### config.mk
export PLATFORM = sky130hd
export DESIGN_NAME = l2_request_arbiter_nch
export DESIGN_NICKNAME = d
export VERILOG_FILES = /design/src/rtl/l2_request_arbiter_nch.sv
export SDC_FILE = /design/constraint.sdc
export NUM_CORES = 1
export LEC_CHECK = 0
export CORE_AREA = 2 2 158 160
export DETAILED_ROUTE_END_ITERATION = 12
export DIE_AREA = 0 0 160 162
export GPL_TIMING_DRIVEN = 0
export PLACE_DENSITY = 0.75
export SYNTH_ARGS = -nofsm -noshare
export SYNTH_HDL_FRONTEND = slang
export SYNTH_SLANG_ARGS = --single-unit
### constraint.sdc
create_clock -name clock_i -period 7.3 [get_ports clock_i]
set_input_delay 1.46 -clock clock_i [delete_from_list [all_inputs] [get_ports clock_i]]
set_output_delay 1.46 -clock clock_i [all_outputs]
set_load 0.03 [all_outputs]
### src/rtl/l2_request_arbiter_nch.sv
// l2_request_arbiter_nch: N-channel block-transfer arbiter in front of the L2 cache.
// Several L1 requestors are multiplexed onto one L2 request port. The arbitration
// mode is round-robin or fixed priority, and each channel has a saturating grant counter.
//
// Ports:
//   clock_i, reset_i            single rising-edge clock, synchronous active-high reset
//   ch_req_i/ch_rw_i/ch_add_i   per-channel request, direction (1=write), word address
//   ch_wdata_i / ch_wnext_o     per-channel write word / word accepted (combinational)
//   ch_rdata_o / ch_rvalid_o    shared registered read word / per-channel valid
//   ch_done_o                   one-cycle transfer-complete pulse
//   l2_req_o/l2_rw_o/l2_add_o   registered L2 request, direction, block-aligned address
//   l2_ready_i                  L2 accepts the request
//   l2_data_i/l2_valid_i        L2 read word stream
//   l2_wdata_o/l2_wvalid_o      write word (combinational mux) / write valid
//   l2_wready_i                 L2 accepts the write word
//   grant_cnt_o                 per-channel saturating 32-bit grant counters
//   busy_o                      arbiter is not idle

`ifndef BW_WORD_ADDR
`define BW_WORD_ADDR 24
`endif

module l2_request_arbiter_nch #(
  parameter int unsigned N_CH          = 3,
  parameter int unsigned ADDR_W        = `BW_WORD_ADDR,
  parameter int unsigned BLOCK_WORDS   = 16,
  parameter int unsigned PRIORITY_MODE = 0
) (
  input  logic                     clock_i,
  input  logic                     reset_i,
  input  logic [N_CH-1:0]          ch_req_i,
  input  logic [N_CH-1:0]          ch_rw_i,
  input  logic [N_CH*ADDR_W-1:0]   ch_add_i,
  input  logic [N_CH*32-1:0]       ch_wdata_i,
  output logic [N_CH-1:0]          ch_wnext_o,
  output logic [31:0]              ch_rdata_o,
  output logic [N_CH-1:0]          ch_rvalid_o,
  output logic [N_CH-1:0]          ch_done_o,
  output logic                     l2_req_o,
  output logic                     l2_rw_o,
  output logic [ADDR_W-1:0]        l2_add_o,
  input  logic                     l2_ready_i,
  input  logic [31:0]              l2_data_i,
  input  logic                     l2_valid_i,
  output logic [31:0]              l2_wdata_o,
  output logic                     l2_wvalid_o,
  input  logic                     l2_wready_i,
  output logic [N_CH*32-1:0]       grant_cnt_o,
  output logic                     busy_o
);

  localparam int unsigned IDX_W = (N_CH > 1) ? $clog2(N_CH) : 1;
  localparam int unsigned SUM_W = IDX_W + 1;
  localparam int unsigned OFF_W = $clog2(BLOCK_WORDS);
  localparam int unsigned CNT_W = OFF_W + 1;

  localparam logic [SUM_W-1:0]  N_CH_S    = SUM_W'(N_CH);
  localparam logic [IDX_W-1:0]  LAST_CH   = IDX_W'(N_CH - 1);
  localparam logic [CNT_W-1:0]  LAST_WORD = CNT_W'(BLOCK_WORDS - 1);
  localparam logic [ADDR_W-1:0] ADDR_MASK = ~ADDR_W'(BLOCK_WORDS - 1);

  typedef enum logic [2:0] {
    ST_IDLE,
    ST_ISSUE,
    ST_READ,
    ST_WRITE,
    ST_DONE
  } state_t;

  state_t              state_q, state_d;
  logic [IDX_W-1:0]    grant_q, grant_d;
  logic [IDX_W-1:0]    rr_ptr_q, rr_ptr_d;
  logic [CNT_W-1:0]    word_cnt_q, word_cnt_d;
  logic                rw_q, rw_d;
  logic [ADDR_W-1:0]   add_q, add_d;
  logic [31:0]         rdata_q, rdata_d;
  logic [N_CH-1:0]     rvalid_q, rvalid_d;
  logic [N_CH-1:0]     done_q, done_d;
  logic                req_q, req_d;
  logic                wvalid_q, wvalid_d;
  logic                busy_q, busy_d;
  logic [N_CH*32-1:0]  grant_cnt_q, grant_cnt_d;

  logic                arb_found;
  logic [IDX_W-1:0]    arb_idx;
  logic [SUM_W-1:0]    cand;
  logic [ADDR_W-1:0]   sel_add;
  logic [31:0]         sel_cnt;
  logic [31:0]         wdata_sel;
  logic [N_CH-1:0]     grant_onehot;

  // Pick the winning requester: rotate from rr_ptr, or lowest index in fixed mode.
  always_comb begin : arbitration
    arb_found = 1'b0;
    arb_idx   = '0;
    cand      = '0;
    for (int unsigned off = 0; off < N_CH; off++) begin
      if (PRIORITY_MODE == 1) begin
        cand = SUM_W'(off);
      end else begin
        cand = {1'b0, rr_ptr_q} + SUM_W'(off);
        if (cand >= N_CH_S) begin
          cand = cand - N_CH_S;
        end
      end
      if (!arb_found && ch_req_i[cand[IDX_W-1:0]]) begin
        arb_found = 1'b1;
        arb_idx   = cand[IDX_W-1:0];
      end
    end
  end

  assign sel_add      = ch_add_i[32'(arb_idx) * ADDR_W +: ADDR_W];
  assign sel_cnt      = grant_cnt_q[32'(arb_idx) * 32 +: 32];
  assign wdata_sel    = ch_wdata_i[32'(grant_q) * 32 +: 32];
  assign grant_onehot = N_CH'(1) << grant_q;

  // Next-state and next-output logic.
  always_comb begin : next_logic
    state_d     = state_q;
    grant_d     = grant_q;
    rr_ptr_d    = rr_ptr_q;
    word_cnt_d  = word_cnt_q;
    rw_d        = rw_q;
    add_d       = add_q;
    rdata_d     = rdata_q;
    rvalid_d    = '0;
    grant_cnt_d = grant_cnt_q;

    case (state_q)
      ST_IDLE: begin
        word_cnt_d = '0;
        if (arb_found) begin
          grant_d = arb_idx;
          rw_d    = ch_rw_i[arb_idx];
          add_d   = sel_add & ADDR_MASK;
          if (sel_cnt != 32'hFFFF_FFFF) begin
            grant_cnt_d[32'(arb_idx) * 32 +: 32] = sel_cnt + 32'd1;
          end
          state_d = ST_ISSUE;
        end
      end
      ST_ISSUE: begin
        if (l2_ready_i) begin
          state_d = rw_q ? ST_WRITE : ST_READ;
        end
      end
      ST_READ: begin
        if (l2_valid_i) begin
          rdata_d    = l2_data_i;
          rvalid_d   = grant_onehot;
          word_cnt_d = word_cnt_q + CNT_W'(1);
          if (word_cnt_q == LAST_WORD) begin
            state_d = ST_DONE;
          end
        end
      end
      ST_WRITE: begin
        if (l2_wready_i) begin
          word_cnt_d = word_cnt_q + CNT_W'(1);
          if (word_cnt_q == LAST_WORD) begin
            state_d = ST_DONE;
          end
        end
      end
      ST_DONE: begin
        rr_ptr_d = (grant_q == LAST_CH) ? '0 : grant_q + IDX_W'(1);
        state_d  = ST_IDLE;
      end
      default: state_d = ST_IDLE;
    endcase

    // Status outputs are registered copies of what the next state implies.
    done_d   = (state_d == ST_DONE) ? grant_onehot : '0;
    req_d    = (state_d == ST_ISSUE);
    wvalid_d = (state_d == ST_WRITE);
    busy_d   = (state_d != ST_IDLE);
  end

  // State and output registers; reset abandons any in-flight transfer.
  always_ff @(posedge clock_i) begin : regs
    if (reset_i) begin
      state_q     <= ST_IDLE;
      grant_q     <= '0;
      rr_ptr_q    <= '0;
      word_cnt_q  <= '0;
      rw_q        <= 1'b0;
      add_q       <= '0;
      rdata_q     <= '0;
      rvalid_q    <= '0;
      done_q      <= '0;
      req_q       <= 1'b0;
      wvalid_q    <= 1'b0;
      busy_q      <= 1'b0;
      grant_cnt_q <= '0;
    end else begin
      state_q     <= state_d;
      grant_q     <= grant_d;
      rr_ptr_q    <= rr_ptr_d;
      word_cnt_q  <= word_cnt_d;
      rw_q        <= rw_d;
      add_q       <= add_d;
      rdata_q     <= rdata_d;
      rvalid_q    <= rvalid_d;
      done_q      <= done_d;
      req_q       <= req_d;
      wvalid_q    <= wvalid_d;
      busy_q      <= busy_d;
      grant_cnt_q <= grant_cnt_d;
    end
  end

  assign ch_rdata_o  = rdata_q;
  assign ch_rvalid_o = rvalid_q;
  assign ch_done_o   = done_q;
  assign l2_req_o    = req_q;
  assign l2_rw_o     = rw_q;
  assign l2_add_o    = add_q;
  assign l2_wvalid_o = wvalid_q;
  assign busy_o      = busy_q;
  assign grant_cnt_o = grant_cnt_q;

  // Write data path is a same-cycle pass-through, quiet outside WRITE.
  assign l2_wdata_o  = (state_q == ST_WRITE) ? wdata_sel : '0;
  assign ch_wnext_o  = ((state_q == ST_WRITE) && l2_wready_i) ? grant_onehot : '0;

endmodule

==> metrics <==
outcome complete, but fails checks; failing checks negative setup slack; Hold WC Path Type reg2reg; DR WL/cell 19.8 µm; leakage 4.87 nW; nets 1808; CP startpoint ch_req_i[2]; Sinks on Clock Net 170; Synth top area share 37.7%; CTS max path bufs 2; worst r2r src rr_ptr_q[0]; Setup Viol. Count Final 1; share of power burned in registers 38.4%; max_slew headroom 43.4%; Final Util 58.1%; synth warn 0; Core Area 0.0241 mm²; drt pass-1 iters 6; crit path DAT approximately 7.7 ns; Fin Hold WS 0.454 ns; R2R cell count 22; Async SR Flop Fraction 0%; CTS tree done; VDD IR-drop max 0.167 mV; reg2reg setup slack approximately 0.77 ns; Top FF cell, synth dfxtp_1; CP Capture Type flop; vias in the first global route 10400; TNS Setup -0.00212 ns; clk_skew 0.0111 ns; worst skew pair latency around 0.44 ns; top cells by area, synth dfxtp_1, nor2_1, a21oi_1, nand2_1, mux2i_1; H-tree depth 4; pre-CTS setup slack -0.390 ns; Period Utilization, post-route 100%; CTS Buf Count 17; Pint 1.78 mW; root buffer cell clkbuf_16; number of remaining DRC errors 0; Tot Pwr between 2 and 3 mW; DIE WIDTH 160 µm; switching pwr 0.763 mW; worst-margin pin slew around 0.84 ns; Layout area overhead 55.0%; boundary pin count between 400 and 500; Initial DRC Count 1098; PwrDens 181 mW/mm²; distinct cell type count after synthesis 63; placer congestion estimate 0.950; count leader, synth nor2_1; Clk network pwr share between 30% and 40%; Logic pwr share 22.5%; Setup crit end grant_cnt_o[56]; syn_area_per_cell 7.69 µm²; Mapped Area 0.00904 mm²; postcts setup bufs 0; Setup crit start kind input port; crit-path max FO 10; vias per cell 5.56; Post-Syn Instances 1175; sw frac between 30% and 40%; post-layout min period 7.30 ns; Starting Density 37.5%; number of synthesized flops with an enable pin 0; reg2reg end grant_cnt_o[56]; first-pass GRT wire length 57400 µm; GRT Total Usage 28.2%; initial antenna violation count 1; Synth area leader dfxtp_1; Die Y ~160 µm; critical path type in2reg; sequential fraction of the synthesis area between 30% and 40%; maxcap violations 0; largest net degree at the start of global routing 17; required time worst endpoint 7.67 ns; synth cell count leaders nor2_1, nand2_1, dfxtp_1, a21oi_1, mux2i_1; proportion of layout cells with a drive suffix above 1 about 4.8%; Clk pin slew, worst setup/hold paths 0.07 ns; register bit count reported by yosys 170; final WL 38100 µm; post-route ant nets 0; RSZ-0062 raised after global routing no; # port buffers just under 400; area of the die 0.0259 mm²; Final Hold Violating Endpoints 0; HPWL Detailed approximately 29000 µm; vias 10700; fin worst setup slack -0.00212 ns; maximum clock rate 137 MHz; Rows 57; Slew Viols, Final 0; GRT overflow 0
## stage by stage
step           std cells  cell area [µm²]
2_1_floorplan       1178             9050
3_3_place_gp        1893            13400
3_5_place_dp        1893            13400
4_1_cts             1924            14000
5_1_grt             1924            14000
6_report            1924            14000
## worst min path at each step
stage	startpoint	endpoint	slack, ns	cells after the start
global placement	word_cnt_q[4]	word_cnt_q[4]	0.44	2
global route	ch_rdata_o[5]	ch_rdata_o[5]	0.47	2
CTS	ch_rdata_o[18]	ch_rdata_o[18]	0.46	2
finish	word_cnt_q[4]	word_cnt_q[4]	0.45	2
floorplan	word_cnt_q[4]	word_cnt_q[4]	0.43	2
detailed placement	ch_rdata_o[0]	ch_rdata_o[0]	0.45	2
## layout make-up
cell class	instances	area, µm²
Clock inverter	14	215
Tap cell	324	405
Antenna cell	1	2.50
Multi-Input combinational cell	892	5130
Fill cell	2217	10100
Timing Repair Buffer	391	3910
Clock buffer	17	425
Sequential cell	170	3400
Buffer	95	439
Inverter	20	75.1
## metal layers
| layer | track usage (%) | vias up | share of wire (%) | wire length, µm |
|---|---|---|---|---|
| met4 | 13.1 | 0 | 3.7 | 1420 |
| li1 | - | 4970 | - | - |
| met2 | 48.0 | 641 | 48 | 18300 |
| met3 | 7.41 | 116 | 10 | 3870 |
| met1 | 33.2 | 4968 | 38 | 14500 |
| met5 | 0 | - | 0 | 0 |
## power by group through the flow
stage	Clock (mW)	Combinational [mW]	Sequential [mW]
2_1_floorplan	0	0.239	1.04
3_3_place_gp	0	0.556	0.994
3_5_place_dp	0	0.562	0.995
4_1_cts	1.00	0.564	0.974
5_1_grt	1.05	0.604	0.977
6_report	0.995	0.570	0.974
## kinds of logic (layout without fill, tap and decap cells)
logic type / Yosys count / count (layout) / synth area share, %
buffers and inverters: 116 / 537 / 5.72
other: 1 / 5 / 0.0415
adder cells (fa/ha/maj): 10 / 10 / 1.38
XOR/XNOR: 28 / 28 / 2.71
multiplexers: 63 / 63 / 6.99
AND/OR/NAND/NOR: 477 / 477 / 22.8
flip-flops: 170 / 170 / 37.7
AO/OA/AOI/OAI: 310 / 310 / 22.7
## registers in the layout, summed over array words and instances, names as in the netlist
name,cells
rr_ptr_q,2
word_cnt_q,5
busy_o,1
l2_wvalid_o,1
l2_rw_o,1
grant_cnt_o,96
ch_rvalid_o,3
ch_rdata_o,32
grant_q,2
l2_req_o,1
state_q,3
ch_done_o,3
l2_add_o,20
## repair_timing
item	4_1_cts	5_1_grt
endpoints found under the setup margin	0	72
gates resized for setup	0	2
hold buffers	0	0
## placed cells by master (no fill, tap or decap), drive strengths merged, types with 31 or more instances in the layout
master         netlist  layout
a22oi               32      32
a21oi              130     130
buf                 39      39
nand3               44      44
nand2              172     172
o2bb2ai             31      31
mux2i               62      62
nor2               182     182
clkbuf              57      73
clkdlybuf4s50        0     391
dfxtp              170     170
## worst max-delay path: stages
cell,delay (ns)
clkdlybuf4s50_1,0.56
mux2i_1,0.13
o2bb2ai_1,0.35
o2bb2ai_2,0.22
inv_1,0.32
clkbuf_1,0.65
clkbuf_1,0.55
clkbuf_1,0.60
a21oi_1,0.08
a21oi_1,0.30
inv_1,0.08
ha_1,0.27
and4_1,0.18
buf_2,0.18
and4_1,0.18
buf_2,0.17
a21boi_1,0.55
clkbuf_1,0.55
a22oi_1,0.15
nor2_1,0.12
Note: power is estimated with default switching activity, not from simulation.
